--- src/rtl/hybrid_noc_lut_conf_ctrl.sv ---
// Slot-table configuration sequencer: turns control packets into LUT write strobes
// on the shared lut_conf_* bus, including a full-table CLEAR sweep.
module hybrid_noc_lut_conf_ctrl #(
  parameter int unsigned FLIT_WIDTH = 32,
  parameter int unsigned PORTS      = 5,
  parameter int unsigned LUT_SIZE   = 16,
  localparam int unsigned SLOT_W    = $clog2(LUT_SIZE),
  localparam int unsigned SEL_W     = $clog2(PORTS),
  localparam int unsigned DATA_W    = $clog2(PORTS + 1)
) (
  input  logic                  clk,
  input  logic                  rst,
  input  logic [FLIT_WIDTH-1:0] in_flit,
  input  logic                  in_valid,
  input  logic                  in_last,
  output logic                  in_ready,
  output logic [DATA_W-1:0]     lut_conf_data,
  output logic [SEL_W-1:0]      lut_conf_sel,
  output logic [SLOT_W-1:0]     lut_conf_slot,
  output logic                  lut_conf_valid,
  output logic                  busy,
  output logic                  done,
  output logic                  error,
  input  logic                  error_clr
);

  localparam int unsigned CNT_W = SLOT_W + SEL_W + 1;
  localparam logic [CNT_W-1:0]  SweepEnd = CNT_W'(PORTS * LUT_SIZE);
  localparam logic [SEL_W:0]    NumPorts = (SEL_W + 1)'(PORTS);
  localparam logic [DATA_W-1:0] MaxData  = DATA_W'(PORTS);

  typedef enum logic [1:0] {StIdle, StWrite, StClear, StDrain} state_e;

  state_e              state_q, state_d;
  logic [CNT_W-1:0]    cnt_q, cnt_d;
  logic                clr_last_q, clr_last_d;
  logic                in_ready_q, in_ready_d;
  logic                busy_q, busy_d;
  logic                done_q, done_d;
  logic                error_q, error_d;
  logic                valid_q, valid_d;
  logic [DATA_W-1:0]   data_q, data_d;
  logic [SEL_W-1:0]    sel_q, sel_d;
  logic [SLOT_W-1:0]   slot_q, slot_d;

  logic                accept;
  logic [1:0]          cmd;
  logic [SLOT_W-1:0]   pl_slot;
  logic [SEL_W-1:0]    pl_sel;
  logic [DATA_W-1:0]   pl_data;
  logic                pl_ok;
  logic                err_set;
  logic                unused_flit;

  assign accept      = in_valid & in_ready_q;
  assign cmd         = in_flit[1:0];
  assign pl_slot     = in_flit[SLOT_W-1:0];
  assign pl_sel      = in_flit[SLOT_W +: SEL_W];
  assign pl_data     = in_flit[SLOT_W+SEL_W +: DATA_W];
  assign pl_ok       = ({1'b0, pl_sel} < NumPorts) && (pl_data <= MaxData);
  assign unused_flit = ^in_flit;

  always_comb begin
    state_d    = state_q;
    cnt_d      = cnt_q;
    clr_last_d = clr_last_q;
    data_d     = data_q;
    sel_d      = sel_q;
    slot_d     = slot_q;
    valid_d    = 1'b0;
    done_d     = 1'b0;
    err_set    = 1'b0;

    unique case (state_q)
      StIdle: begin
        if (accept) begin
          if (cmd == 2'd0) begin
            if (in_last) done_d = 1'b1;
            else         state_d = StWrite;
          end else if (cmd == 2'd1) begin
            // Entry 0 is issued straight from the header so the sweep takes
            // exactly one write per cycle while in StClear.
            sel_d      = '0;
            slot_d     = '0;
            data_d     = '1;
            valid_d    = 1'b1;
            cnt_d      = CNT_W'(1);
            clr_last_d = in_last;
            state_d    = StClear;
          end else begin
            err_set = 1'b1;
            if (in_last) done_d = 1'b1;
            else         state_d = StDrain;
          end
        end
      end
      StWrite: begin
        if (accept) begin
          if (pl_ok) begin
            sel_d   = pl_sel;
            slot_d  = pl_slot;
            data_d  = pl_data;
            valid_d = 1'b1;
          end else begin
            err_set = 1'b1;
          end
          if (in_last) begin
            done_d  = 1'b1;
            state_d = StIdle;
          end
        end
      end
      StClear: begin
        if (cnt_q == SweepEnd) begin
          done_d  = clr_last_q;
          state_d = clr_last_q ? StIdle : StDrain;
        end else begin
          sel_d   = cnt_q[SLOT_W +: SEL_W];
          slot_d  = cnt_q[SLOT_W-1:0];
          data_d  = '1;
          valid_d = 1'b1;
          cnt_d   = cnt_q + CNT_W'(1);
        end
      end
      StDrain: begin
        if (accept && in_last) begin
          done_d  = 1'b1;
          state_d = StIdle;
        end
      end
      default: state_d = StIdle;
    endcase

    error_d    = err_set | (error_q & ~error_clr);
    in_ready_d = (state_d != StClear);
    busy_d     = (state_d != StIdle);
  end

  always_ff @(posedge clk or negedge rst) begin
    if (!rst) begin
      state_q    <= StIdle;
      cnt_q      <= '0;
      clr_last_q <= 1'b0;
      in_ready_q <= 1'b0;
      busy_q     <= 1'b0;
      done_q     <= 1'b0;
      error_q    <= 1'b0;
      valid_q    <= 1'b0;
      data_q     <= '0;
      sel_q      <= '0;
      slot_q     <= '0;
    end else begin
      state_q    <= state_d;
      cnt_q      <= cnt_d;
      clr_last_q <= clr_last_d;
      in_ready_q <= in_ready_d;
      busy_q     <= busy_d;
      done_q     <= done_d;
      error_q    <= error_d;
      valid_q    <= valid_d;
      data_q     <= data_d;
      sel_q      <= sel_d;
      slot_q     <= slot_d;
    end
  end

  assign in_ready       = in_ready_q;
  assign busy           = busy_q;
  assign done           = done_q;
  assign error          = error_q;
  assign lut_conf_valid = valid_q;
  assign lut_conf_data  = data_q;
  assign lut_conf_sel   = sel_q;
  assign lut_conf_slot  = slot_q;

endmodule

--- config.mk ---
export PLATFORM = sky130hd
export DESIGN_NAME = hybrid_noc_lut_conf_ctrl
export DESIGN_NICKNAME = d
export VERILOG_FILES = /design/src/rtl/hybrid_noc_lut_conf_ctrl.sv
export SDC_FILE = /design/constraint.sdc
export NUM_CORES = 1
export LEC_CHECK = 0
export ABC_AREA = 0
export BUFFER_PORTS_ARGS = -buffer_cell sky130_fd_sc_hd__buf_2
export CAP_MARGIN = 20
export CORE_MARGIN = 2
export CORE_UTILIZATION = 30
export CTS_CLUSTER_DIAMETER = 50
export DETAILED_ROUTE_END_ITERATION = 10
export GPL_ROUTABILITY_DRIVEN = 0
export PLACE_DENSITY = 0.63
export SLEW_MARGIN = 20
export SYNTH_ARGS = -nofsm -noshare
export SYNTH_HDL_FRONTEND = slang
export SYNTH_SLANG_ARGS = --single-unit
--- constraint.sdc ---
create_clock -name clk -period 4.11 [get_ports clk]
set_clock_uncertainty 0.1 [all_clocks]
set_input_delay 0 -clock clk [delete_from_list [all_inputs] [get_ports clk]]
set_output_delay 0 -clock clk [all_outputs]
set_load 0.005 [all_outputs]
==> Yosys cells after proc, flatten, opt, wreduce, memory -nomap -nowiden <==
Cells that the tools add are included.
{ "word_totals": {"reg_bits": 26, "output_inout_bits": 15} }
{ "classes": {"add_sub_neg": 1, "magnitude_cmp": 2, "eq_ne": 12, "muxes": 58, "n_bitwise": 5, "reduce_logical": 10} }
{ "ops": {"columns": ["operator", "count"], "rows": [
  ["$mux 3", 12],
  ["$mux 8", 4],
  ["$mux 4", 6],
  ["$mux 2", 10],
  ["$mux 1", 18],
  ["$pmux 3 s3", 2],
  ["$pmux 8 s2", 1],
  ["$ne 2x2->1 const B", 7],
  ["$pmux 4 s3", 1],
  ["$add 8x1->8 const B", 1],
  ["$eq 8x7->1 const B", 1],
  ["$pmux 2 s4", 1],
  ["$reduce_and 7->1", 1],
  ["$reduce_and 5->1", 1],
  ["$eq 2x1->1 const B", 2],
  ["$eq 2x2->1 const B", 2],
  ["$logic_not 2->1", 2],
  ["$pmux 1 s4", 1],
  ["$reduce_and 4->1", 1],
  ["$reduce_bool 2->1", 2],
  ["$le 3x3->1 const B", 1],
  ["$lt 3x3->1 const B", 1],
  ["$pmux 1 s3", 1],
  ["$reduce_bool 3->1", 1],
  ["5 further kinds", 8]
]} }

==> Logic depth before layout (Yosys ltp) <==
Gate-level depths: netlist (run 1).
{ "logic_depth": {"ltp_word": 6, "mapped_depth": 8, "ltp_nobuf": 6} }

==> Least setup slack after synthesis (run 1) <==
No wires, ideal clock.
{ "synth_timing": {"path_type": "register to register", "from": "reg cnt_q[0]", "to": "reg data_q[0] (netlist: lut_conf_data[0])", "arrival_ns": 1.998, "required_time_ns": 3.885, "slack_ns": 1.887, "path_stages_with_launch": 9, "n_path_buf": 2, "period_less_slack_ns": 2.223, "path_cell_list": "dfrtp_1 > inv_1 > ha_1 > and3b_4 > and3_4 > buf_6 > or4b_4 > buf_6 > mux2_4"} }
{ "synth_via": {"elab_chain_len": 3} }
{ "synth_rtl": {"columns": ["element", "line", "source"], "rows": [
  ["start, declared", "35", "logic [CNT_W-1:0] cnt_q, cnt_d;"],
  ["start signal, assigned", "154", "cnt_q <= cnt_d;"],
  ["$eq 8x7->1", "114", "if (cnt_q == SweepEnd) begin"],
  ["$ne 2x2->1 (no source line)", null, null],
  ["$reduce_and 7->1 (no source line)", null, null],
  ["end signal, assigned", "161", "data_q <= data_d;"],
  ["end, declared", "42", "logic [DATA_W-1:0] data_q, data_d;"]
]} }
Every way passes these cells.
A chain may end at the register's enable or synchronous reset.

==> Worst setup path after layout (run 1) <==
{ "layout_timing": {"from": "reg state_q[0]", "to": "reg data_q[2] (netlist: lut_conf_data[2])"} }
{ "layout_via": {"elab_chain_len": 3} }
{ "layout_rtl": {"columns": ["element", "line", "source"], "rows": [
  ["start, declared", "34", "state_e state_q, state_d;"],
  ["start signal, assigned", "141", "state_q <= StIdle;"],
  ["start signal, assigned", "153", "state_q <= state_d;"],
  ["$eq 2x2->1, or another cell as far along", "74", "unique case (state_q)"],
  ["$ne 2x2->1 (no source line) / $reduce_bool 3->1 (equally long branches)", null, null],
  ["$reduce_and 7->1 (no source line)", null, null]
]} }
Parallel ways exist; a longest one is shown, timed or not.

==> results of run 1 <==
## placed cells by master (no fill, tap or decap), drive strengths merged
| cell type | count |
|---|---|
| or4b | 1 |
| a31oi | 3 |
| nor2b | 6 |
| dlygate4sd3 | 7 |
| and4b | 1 |
| or2 | 2 |
| a211o | 1 |
| or3 | 3 |
| buf | 29 |
| xnor2 | 1 |
| nor2 | 6 |
| mux2 | 12 |
| a211oi | 1 |
| nand4b | 2 |
| o31ai | 3 |
| a21boi | 1 |
| and3 | 2 |
| a32oi | 1 |
| nand2 | 9 |
| o21ai | 6 |
| and3b | 2 |
| and2 | 1 |
| nor4b | 1 |
| o2111ai | 1 |
| nand3b | 1 |
| a22oi | 6 |
| a21oi | 10 |
| clkbuf | 4 |
| inv | 10 |
| dfrtp | 26 |
| o221ai | 1 |
| mux2i | 2 |
| ha | 7 |
| nand3 | 6 |
| nand2b | 4 |
| o32ai | 1 |
| or4 | 3 |
## area by class of cell
class,count,area [sq um]
Fill cell,512,3170
Sequential cell,26,651
Multi-Input combinational cell,107,826
Tap cell,70,87.6
Inverter,10,37.5
Timing Repair Buffer,36,215
Clock buffer,4,55.1
## state kept, by name, indices dropped and copies added (netlist names)
| signal | flops |
|---|---|
| cnt_q | 8 |
| lut_conf_slot | 4 |
| lut_conf_data | 3 |
| lut_conf_sel | 3 |
| state_q | 2 |
| busy | 1 |
| clr_last_q | 1 |
| done | 1 |
| error | 1 |
| in_ready | 1 |
| lut_conf_valid | 1 |
## per-layer routing
layer  vias up  GRT usage, %  wire length [um]
met3         4          2.78               161
li1        613             -                 -
met4         0          2.92                27
met5         -             0                 0
met2        31          17.6              1450
met1       580          16.4              1620
## worst max-delay path by stage
stage | from | endpoint | slack, ns
after floorplan | cnt_q[0]$_DFFE_PN0P_ | lut_conf_data[0]$_DFFE_PN0P_ | 1.89
after detailed placement | state_q[0]$_DFF_PN0_ | lut_conf_data[2]$_DFFE_PN0P_ | 1.73
after global routing | state_q[0]$_DFF_PN0_ | cnt_q[7]$_DFFE_PN0P_ | 1.59
final | state_q[0]$_DFF_PN0_ | lut_conf_data[2]$_DFFE_PN0P_ | 1.71
after global placement | state_q[0]$_DFF_PN0_ | lut_conf_slot[0]$_DFFE_PN0P_ | 1.74
after CTS | state_q[0]$_DFF_PN0_ | lut_conf_data[2]$_DFFE_PN0P_ | 1.70
## kinds of logic (layout without fill, tap and decap cells)
kind of cell             count (synthesis)  in the layout
flip-flops                              26             26
multiplexers                            14             14
AO/OA/AOI/OAI                           35             35
XOR/XNOR                                 1              1
AND/OR/NAND/NOR                         50             50
adder cells (fa/ha/maj)                  7              7
buffers and inverters                   15             50
## power by group
| group | internal [W] | switching [W] |
|---|---|---|
| Combinational | 0.000301 | 0.000311 |
| Sequential | 0.000352 | 0.0000890 |
| Clock | 0.0000857 | 0.0000806 |
| Total | 0.000739 | 0.000481 |
## stage by stage
step / instances / power (W) / instance area [sq um] / hold slack (ns) / util [%]
6_report: 253 / 0.00122 / 1870 / 0.0367 / 37.1
5_1_grt: 253 / 0.00133 / 1870 / 0.0649 / 37.1
4_1_cts: 253 / 0.00123 / 1870 / 0.0418 / 37.1
3_5_place_dp: 242 / 0.00106 / 1750 / -0.0569 / 34.6
3_3_place_gp: 242 / 0.00105 / 1750 / -0.0640 / 34.6
2_1_floorplan: 148 / 0.000903 / 1550 / -0.396 / -
## worst max-delay path, cell delays in order (launching register included)
cell and delay, ns:
dfrtp_1 0.46, inv_1 0.10, ha_1 0.40, and3_4 0.27, or4b_4 0.61, mux2_4 0.34
==> run metrics, run 1 <==
Synth Area in Compound Gates 14.6%; syn nets 192; Worst R2R Path Depth 5; final routed DRC violation total 0; Final period util 58.3%; pre-CTS setup slack 1.73 ns; Power Dens Cells 652 nW/um^2; top cell type's share of synthesized area ~42%; # IOs between 50 and 60; Row Count 26; grt ovf 0; FMAX around 0.42 GHz; outcome finished, final reports clean; most numerous cell in the Yosys netlist dfrtp_1; cell taking the most area after synthesis dfrtp_1; Die Y-Extent 75.8 um; All-Layer GR Usage 11.6%; Mapped Cells 148; die area 5750 sq um; postcts setup bufs 0; worst-skew pair later-pin latency 0.27 ns; IO buf count 29; Initial Util 30.7%; final worst setup slack between 1.5 and 2 ns; Hold-fix buffers, CTS 7; post-synthesis xor/xnor area fraction 0.566%; Distinct cells, synth a little over 40; crit path launch type register; slack of the worst reg-to-reg path around 1.7 ns; Tightest Hold Check Type primary input to register; Die Width 75.8 um; share of layout cells above drive strength 1 27.3%; largest family of logic cells by synthesized area simple AND/OR/NAND/NOR gates; syn_area_per_cell 10.5 sq um; CTS Buf Count 3; Routed WL 3260 um; Max Fanout on Critical Path 15; Post-CTS Resized 0; DRT antenna net count 0; 1st-iter DRT viols 63; RSZ-0062 raised after global routing false; CTS tree built; #FFs+latches synth 26; n_diodes 0; DR vias/cell 4.85; Worst Hold Path EP lut_conf_slot[2]$_DFFE_PN0P_; top_reg_cell synth dfrtp_1; Final Hold Fails 0; clock slew at reported path FFs approximately 0.090 ns; Critical Path End Type register; hold path cells 4; detail-routed net length per standard cell 12.9 um; via count 1228; total of max-cap violations 0; post-synthesis sequential area ratio between 40% and 50%; crit path DAT about 2.5 ns; largest net degree at the start of global routing 27; number of global-route vias before repair 1038; CORE AREA 5040 sq um; Hold Startpoint in_flit[2]; WS Path Type register to register; Syn. warnings 0; Worst Tran Pin Value between 0.5 and 0.6 ns; Synth top cells by count dfrtp_1, a21oi_1, mux2_4; VDD IR-drop max ~0.27 mV; area delta synth->final 20.9%; Net count, final roughly 230; first-pass GRT wire length a little over 5000 um; Lkg Pwr 0.848 nW; post-synthesis mux area share 12.4%; DR pass1 iterations 4; Min Clock Period, post-route 2.40 ns; clock root cell clkbuf_8; FFs w/ async S/R, synth 100%; Synth Area in Adders 5.66%; Worst R2R Start state_q[0]$_DFF_PN0_; Simple-Gate Fraction of Synth Area 20.1%; Synth Cell Area ~1500 sq um; Finish-stage setup viols 0; Fin Setup TNS 0 ns; clk buf depth 2; Slew Viols, Final 0; Rel. slew slack approximately three fifths; reg2reg end lut_conf_data[2]$_DFFE_PN0P_; htree depth 1; worst path required time around 4.2 ns; Post-DP HPWL 2430 um; initial antenna violation count 0; number of synthesized flops with an enable pin 0; largest cells by area after synthesis dfrtp_1, mux2_4, ha_1; CTS sink count 26
Power figures use the tool's default switching activity.
==> run 2: changes to the inputs <==
==> constraint.sdc (replaced) <==
create_clock -name clk -period 2.5 [get_ports clk]
set_clock_uncertainty 0.1 [all_clocks]
set_input_delay 0 -clock clk [delete_from_list [all_inputs] [get_ports clk]]
set_output_delay 0 -clock clk [all_outputs]
set_load 0.005 [all_outputs]
==> run metrics, run 2 (synthesized netlist as in run 1, its figures left out) <==
Power Dens Cells 1090 nW/um^2 (+67%); grt ovf 0 (unchanged); max reg flops 8 (unchanged); Worst R2R Start cnt_q[1]$_DFFE_PN0P_; first-pass GRT wire length 5470 um (+8.5%); Row Count 26 (unchanged); commonest cells after routing, fill and taps aside buf_2, dfrtp_1, a21oi_1, mux2_4; Biggest register cnt_q; Rel. slew slack 60.6% (-1.1 points); final routed DRC violation total 0 (unchanged); Tightest Hold Check Type primary input to register; Seq. cell area 651 sq um (unchanged); total of max-cap violations 0 (unchanged); Min Clock Period, post-route 2.28 ns (-0.121 ns); CTS Buf Count 3 (unchanged); worst-skew pair later-pin latency 0.27 ns (about the same); Final Hold Fails 0 (unchanged); crit path launch type register; outcome finished, final reports clean; DR vias/cell 4.86 (about the same); met1 track demand over resource 17.2% (+0.82 points); GR Util met2 19.9% (+2.3 points); detail-routed net length per standard cell 13.4 um (+3.8%); GR Util met3 2.38% (-0.40 points); clock root cell clkbuf_8; via count 1243 (+1.2%); Final period util 91.1% (+33 points); DR pass1 iterations 4 (unchanged); die area 5750 sq um (unchanged); VDD IR-drop max 0.312 mV (+15%); Lkg Pwr 0.863 nW (+1.8%); Net count, final 231 (+1.3%); All-Layer GR Usage 12.8% (+1.3 points); Finish-stage setup viols 0 (unchanged); Multi-input gate area 826 sq um (unchanged); initial antenna violation count 0 (unchanged); 1st-iter DRT viols 49 (-22%); Fin Setup TNS 0 ns (unchanged); clk buf depth 2 (unchanged); RSZ-0062 raised after global routing false; slowest cell on the critical path or4b_4; Max Fanout on Critical Path 10 (-5); Post-DP HPWL 2600 um (+6.9%); Slew Viols, Final 0 (unchanged); largest net degree at the start of global routing 27 (unchanged); CP peak stage delay 0.62 ns (about the same); Initial Util 30.7% (unchanged); worst path required time 2.56 ns (-1.61 ns); clock slew at reported path FFs 0.09 ns (about the same); CP Launch Point cnt_q[1]$_DFFE_PN0P_; crit path DAT 2.34 ns (-0.11 ns); CORE AREA 5040 sq um (unchanged); Post-Place Cells 245 (+1.2%); DRT antenna net count 0 (unchanged); global routing's busiest layer met2; leading cell type in the layout, fill and taps excluded buf_2; Worst Tran Pin Value 0.591 ns (+0.0161 ns); Post-CTS Resized 0 (unchanged); htree depth 1 (unchanged); Critical Path, Cell by Cell inv_1, ha_1, and3b_4, and3_4, or4b_4, mux2_4; area delta synth->final 22.4%; Die Width 75.8 um (unchanged); final worst setup slack 0.223 ns (-1.49 ns); # IOs 52 (unchanged); pre-CTS setup slack 0.240 ns (-1.49 ns); fillcell total 522 (+2.0%); CTS tree built; Finished Layout Cells 256 (+1.2%); CTS sink count 26 (unchanged); FMAX 0.439 GHz (+5.3%); Final Power 0.00206 W (+69%); Hold Startpoint in_flit[3]; share of layout cells above drive strength 1 28.5% (+1.2 points); WS Path Type register to register; Routed WL 3420 um (+5.1%); number of global-route vias before repair 1159 (+12%); IO buf count 29 (unchanged); Die Y-Extent 75.8 um (unchanged); n_diodes 0 (unchanged); Critical Path End Type register
## run 2: cell types whose count changed in the layout (fill, tap and decap cells not counted)
| cell | change |
|---|---|
| buf_4 | +3 |
## run 2: worst paths after layout
path / end / slack (ns) / cells past startpoint
max in group asynchronous: state_q[1]$_DFF_PN0_ / 1.76 / 2
setup reg to reg: lut_conf_data[2]$_DFFE_PN0P_ / 0.22 / 6
setup / recovery: lut_conf_data[2]$_DFFE_PN0P_ / 0.22 / 6
min in group asynchronous: lut_conf_slot[3]$_DFFE_PN0P_ / 0.15 / 2
hold / removal: lut_conf_slot[3]$_DFFE_PN0P_ / 0.04 / 4
hold reg to reg: lut_conf_sel[1]$_DFFE_PN0P_ / 0.41 / 1
## run 2: per-stage QoR
| stage | utilization (%) | area (sq um) | hold WS, ns |
|---|---|---|---|
| 2_1_floorplan | - | 1550 | -0.396 |
| 3_3_place_gp | 35.1 | 1770 | -0.0626 |
| 3_5_place_dp | 35.1 | 1770 | -0.0529 |
| 4_1_cts | 37.6 | 1890 | 0.0314 |
| 5_1_grt | 37.6 | 1890 | 0.0561 |
| 6_report | 37.6 | 1890 | 0.0356 |
## run 2: report_power, final
part	internal [W]	switching, W
Sequential	0.000579	0.000149
Clock	0.000141	0.000136
Combinational	0.000521	0.000530
## run 2: what timing repair did
item	in CTS	in global routing
setup buffers	0	0
hold buffers	7	0
hold endpoints to repair	32	0
## run 2: per-layer routing
layer	up-vias	routed length (um)
met5	-	0
met4	0	74
met3	6	169
met2	34	1530
met1	589	1650
li1	614	-
## run 2: layout make-up
type	instances	share of cell area (%)
clock buffer	4	2.91
inverter	10	1.98
multi-input combinational	107	43.6
sequential	26	34.3
tap	70	4.62
timing repair buffer	39	12.5
## run 2: worst max-delay path: cells and delay by family, from the launching register on
kind                       cells  cell delay (ns)
muxes                          1             0.34
buffers and inverters          1             0.08
DFF                            1             0.43
adders and majority gates      1             0.18
and+or+nand+nor                3             1.04
